File: src/rtl/pcie_egress_pkg.sv
// Shared definitions for the PCIe egress arbiter: source tags, buffer depth
// and the {src, data} buffer entry layout.
package pcie_egress_pkg;

  typedef enum logic {
    SRC_D0 = 1'b0,
    SRC_D1 = 1'b1
  } src_e;

  localparam int BUF_DEPTH = 2;

  // A buffer entry is the data word with its source tag prepended.
  function automatic int entry_width(input int bitnumber);
    return bitnumber + 1;
  endfunction

endpackage

File: src/rtl/pcie_egress_buf.sv
// Two-entry synchronous FIFO holding {src, data} entries; exposes the head
// entry and the current fill count.
module pcie_egress_buf
  import pcie_egress_pkg::*;
#(
  parameter int W = 7
) (
  input  logic         clk,
  input  logic         reset,
  input  logic         push,
  input  logic [W-1:0] push_data,
  input  logic         pop,
  output logic [W-1:0] head,
  output logic [1:0]   count
);

  logic [W-1:0] mem [BUF_DEPTH];
  logic         wr_ptr;
  logic         rd_ptr;

  always_ff @(posedge clk) begin
    if (reset) begin
      // NOTE: the storage is cleared as well so the head reads 0 out of reset.
      for (int i = 0; i < BUF_DEPTH; i++) mem[i] <= '0;
      wr_ptr <= 1'b0;
      rd_ptr <= 1'b0;
      count  <= '0;
    end else begin
      if (push) begin
        mem[wr_ptr] <= push_data;
        wr_ptr      <= ~wr_ptr;
      end
      if (pop) rd_ptr <= ~rd_ptr;
      count <= count + {1'b0, push} - {1'b0, pop};
    end
  end

  assign head = mem[rd_ptr];

endmodule

File: src/rtl/pcie_egress_arb.sv
// Round-robin egress arbiter merging the D0/D1 transaction FIFOs into one
// registered valid/ready stream, with source tagging and per-port counters.
module pcie_egress_arb
  import pcie_egress_pkg::*;
#(
  parameter int BITNUMBER = 6,
  parameter int CNT_WIDTH = 5
) (
  input  logic                 clk,
  input  logic                 reset,
  input  logic                 init,
  input  logic                 D0_can_pop,
  input  logic                 D1_can_pop,
  input  logic [BITNUMBER-1:0] data_out0,
  input  logic [BITNUMBER-1:0] data_out1,
  output logic                 pop_D0,
  output logic                 pop_D1,
  input  logic                 ready_in,
  output logic                 valid_out,
  output logic [BITNUMBER-1:0] data_out,
  output logic                 src_out,
  output logic [CNT_WIDTH-1:0] cnt_D0,
  output logic [CNT_WIDTH-1:0] cnt_D1,
  output logic                 idle
);

  localparam int EW = entry_width(BITNUMBER);

  logic           in_flight;
  src_e           flight_src;
  src_e           last;
  src_e           grant;
  logic [1:0]     buf_count;
  logic [1:0]     occ;
  logic           drain;
  logic           permit;
  logic           pop_any;
  logic [EW-1:0]  push_data;
  logic [EW-1:0]  head;

  assign drain = valid_out & ready_in;
  // Occupancy reserves a buffer slot for the word still coming from a FIFO.
  assign occ     = buf_count + {1'b0, in_flight};
  assign permit  = (occ != 2'd2) | drain;
  assign pop_any = pop_D0 | pop_D1;

  always_comb begin
    // NOTE: every output of this block gets a default first, so no latch is inferred.
    pop_D0 = 1'b0;
    pop_D1 = 1'b0;
    grant  = last;
    if (!reset && permit) begin
      unique case ({D1_can_pop, D0_can_pop})
        2'b01: begin grant = SRC_D0; pop_D0 = 1'b1; end
        2'b10: begin grant = SRC_D1; pop_D1 = 1'b1; end
        2'b11: begin
          grant  = (last == SRC_D1) ? SRC_D0 : SRC_D1;
          pop_D0 = (grant == SRC_D0);
          pop_D1 = (grant == SRC_D1);
        end
        default: ;
      endcase
    end
  end

  always_ff @(posedge clk) begin
    if (reset) begin
      // NOTE: sequential state uses non-blocking assignments only.
      in_flight  <= 1'b0;
      flight_src <= SRC_D0;
      last       <= SRC_D1;
    end else begin
      in_flight  <= pop_any;
      flight_src <= grant;
      if (pop_any) last <= grant;
    end
  end

  assign push_data = {flight_src, (flight_src == SRC_D1) ? data_out1 : data_out0};

  pcie_egress_buf #(.W(EW)) u_buf (
    .clk       (clk),
    .reset     (reset),
    .push      (in_flight),
    .push_data (push_data),
    .pop       (drain),
    .head      (head),
    .count     (buf_count)
  );

  assign valid_out = (buf_count != 2'd0);
  assign src_out   = head[EW-1];
  assign data_out  = head[BITNUMBER-1:0];
  assign idle      = (occ == 2'd0);

  always_ff @(posedge clk) begin
    if (reset || init) begin
      cnt_D0 <= '0;
      cnt_D1 <= '0;
    end else if (drain) begin
      if (src_out) cnt_D1 <= cnt_D1 + 1'b1;
      else         cnt_D0 <= cnt_D0 + 1'b1;
    end
  end

endmodule
File: config.mk
export PLATFORM = sky130hd
export DESIGN_NAME = pcie_egress_arb
export DESIGN_NICKNAME = d
export VERILOG_FILES = /design/src/rtl/pcie_egress_pkg.sv /design/src/rtl/pcie_egress_buf.sv /design/src/rtl/pcie_egress_arb.sv
export SDC_FILE = /design/constraint.sdc
export NUM_CORES = 1
export LEC_CHECK = 0
export CAP_MARGIN = 20
export CORE_ASPECT_RATIO = 1.2
export CORE_MARGIN = 2
export CORE_UTILIZATION = 33
export CTS_CLUSTER_DIAMETER = 80
export DETAILED_ROUTE_END_ITERATION = 12
export GPL_TIMING_DRIVEN = 0
export MAX_ROUTING_LAYER = met4
export PLACE_DENSITY = 0.64
export SYNTH_ARGS = -nofsm -noshare
export SYNTH_HDL_FRONTEND = slang
export SYNTH_HIERARCHICAL = 1
export SYNTH_SLANG_ARGS = --single-unit
File: constraint.sdc
create_clock -name clk -period 2.4 [get_ports clk]
set_input_delay 0.36 -clock clk [delete_from_list [all_inputs] [get_ports clk]]
set_output_delay 0.36 -clock clk [all_outputs]
set_load 0.05 [all_outputs]
==> out/qor.yml <==
status: "complete, no violations"
synth_nets: 178
clock-sinks: 32
io-pin-count: 39
hp-class: "flop to flop"
drt_iter0_markers: 42
pwr-share-seq: 0.344
netlist_instances: 155
drc_errors: 0
comb_power_share: 0.405
cp-end-kind: "output pin"
core_region_area_mm2: 0.00483
drive_gt1_frac: 0.174
worstRegToRegCells: 8
gp_congestion: 0.713
antenna_cells: 0
leakagePower_nw: 0.801
start_util: 0.337
area_growth_pct: 33.9
grt_pass1_vias: 1154
tightest_slew_ns: 0.506
hold_path_depth: 2
rsz0062_at_grt: "no"
cts_tree: "yes"
setup_slack_ns: 0.130
die_h_um: 81.0
cp-start-kind: "input port"
finalHoldViolCount: 0
max_freq_mhz: 441
p_per_area_mw_per_mm2: 913
setup-violations-final: 0
ant_nets: 0
post_cts_buffers: 0
cp.arrival_ns: 1.91
final_common_cell: "clkdlybuf4s50_1"
slew_viol_final: 0
worstSkewPairLatency_ns: 0.28
wl_per_cell_um: 11.9
syn_area_mm2: 0.00163
final_util: 0.451
viasPerCell: 4.77
ctsHoldBuffers: 0
p_sw_uw: 721
crit_path_max_fanout: 6
io_buffer_count: 38
clkPwrFrac: 0.252
grt_pass1_wl_mm: 5.01
fin_crit_ns: 2.27
vdd_drop_max_v: 0.000470
dieArea_mm2: 0.00552
layout_common_cells: "clkdlybuf4s50_1 (35), nor2_1 (23), dfxtp_1 (18)"
fin_crit_sh: 0.946
finClkSkew_ns: 0.00237
vias: 1245
p_int_mw: 1.27
grt_max_degree: 14
ys_seq_area_frac: 0.479
clk_pin_slew_ns: 0.06
p_total_mw: 1.99
ctsLongestPathBuffers: 2
place_worst_setup_slack_ns: -0.396
htreeDepth: 2
cap_violations: 0
drt-pass1-iter-count: 4
slew_headroom: 0.661
yosys_warnings: 6
cts_made_buffers: 5
dpl.hpwl_mm: 2.28
grt_use_total: 0.124
crit_type: "input port to output pin"
cts_root_buffer: "clkbuf_8"
hold_slack_ns: 0.478
avgSynthCellArea_um2: 10.5
antenna_found_initial: 0
synth.distinct_cells: 35
ys_ff_latch: 32
die_width_um: 68.1
globalRouteOverflowTotal: 0
power_switching_share: 0.362
required_ns: 2.04
rows: 28
nets: 223
wirelength_mm: 3.10
-- final timing paths --
kind | start | end | slack, ns
worst max-delay path | ready_in | pop_D0 | 0.13
worst min-delay path | cnt_D0[4] | cnt_D0[4] | 0.48
worst max register to register | u_buf/count[1] | u_buf/count[1] | 0.56
worst min register to register | cnt_D0[4] | cnt_D0[4] | 0.48
-- power groups by stage --
stage / combinational, mW / clock (mW) / sequential (mW)
6_report: 0.806 / 0.501 / 0.685
5_1_grt: 0.875 / 0.538 / 0.692
4_1_cts: 0.823 / 0.520 / 0.686
3_5_place_dp: 0.830 / 0 / 0.698
3_3_place_gp: 0.824 / 0 / 0.695
2_1_floorplan: 0.598 / 0 / 0.695
-- stage by stage --
step / TNS (ns) / instance area (um2) / instances
after floorplan: -0.0111 / 1630 / 155
after global placement: -0.793 / 2080 / 253
after detailed placement: -0.764 / 2080 / 253
after CTS: 0 / 2190 / 261
after global routing: 0 / 2180 / 261
final: 0 / 2180 / 261
-- routing by layer --
metal | up-vias | track usage | wire [um]
met2 | 20 | 0.210 | 1600
met4 | 0 | 0.0480 | 48
met1 | 577 | 0.140 | 1340
met3 | 5 | 0.0305 | 112
li1 | 643 | - | -
met5 | - | - | 0
-- state kept, by name (all words and copies together) (netlist names), named ones only --
register / flops
flight_src: 1
u_buf/mem: 14
u_buf/rd_ptr: 1
last: 1
u_buf/count: 2
u_buf/wr_ptr: 1
in_flight: 1
cnt_D1: 5
cnt_D0: 5
-- logic make-up (layout without fill, tap and decap cells) --
family,count (synthesis),count (layout),synth area share
flip-flops,32,32,0.479
adder cells (fa/ha/maj),5,5,0.0384
buffers and inverters,13,59,0.0384
multiplexers,13,13,0.0899
AO/OA/AOI/OAI,28,28,0.130
XOR/XNOR,5,5,0.0353
AND/OR/NAND/NOR,59,59,0.189
-- cell usage after synthesis --
cell type / instances / area [um2]
clkbuf_1: 3 / 11.3
xor2_1: 3 / 26.3
inv_1: 6 / 22.5
nand2b_1: 13 / 81.3
o311ai_2: 1 / 16.3
a21oi_1: 9 / 45.0
o22ai_2: 1 / 12.5
a22oi_2: 1 / 12.5
o2bb2ai_1: 1 / 8.76
o21ai_2: 1 / 8.76
buf_6: 1 / 11.3
o31ai_1: 3 / 22.5
or2_2: 3 / 18.8
nand2_1: 4 / 15.0
xnor3_1: 1 / 22.5
nand3_1: 5 / 25.0
a211oi_1: 3 / 22.5
edfxtp_1: 14 / 420
nor2_1: 23 / 86.3
and2_1: 1 / 6.26
o21ai_0: 5 / 25.0
o211ai_1: 1 / 7.51
o311a_4: 1 / 21.3
xnor2_1: 1 / 8.76
o2111ai_1: 1 / 8.76
buf_2: 2 / 10.0
or4b_4: 1 / 13.8
ha_1: 5 / 62.6
nor2b_1: 2 / 12.5
or3_1: 3 / 18.8
dfxtp_1: 18 / 360
or4_1: 3 / 22.5
mux2_2: 13 / 146
buf_4: 1 / 7.51
nand3b_1: 1 / 7.51
-- timing repair --
item,4_1_cts,5_1_grt
setup endpoints to repair,3,2
pin swaps,0,0
resized for setup,9,4
-- final cells by class --
cell class              instances  area, um2
inverters                       6       22.5
clock inverters                 2       35.0
clock buffers                   6       72.6
plain buffers                   7       40.0
multi-input cells             110        786
well taps                      60       75.1
repair buffers                 38        369
flip-flops and latches         32        781
fillers                       477       2650
-- worst max-delay path, cell delays in order --
cell             delay [ns]
clkdlybuf4s50_1        0.60
and2_1                 0.24
o2bb2ai_1              0.13
a211oi_1               0.27
buf_2                  0.31
No activity file was read; power rests on OpenSTA's default activity.
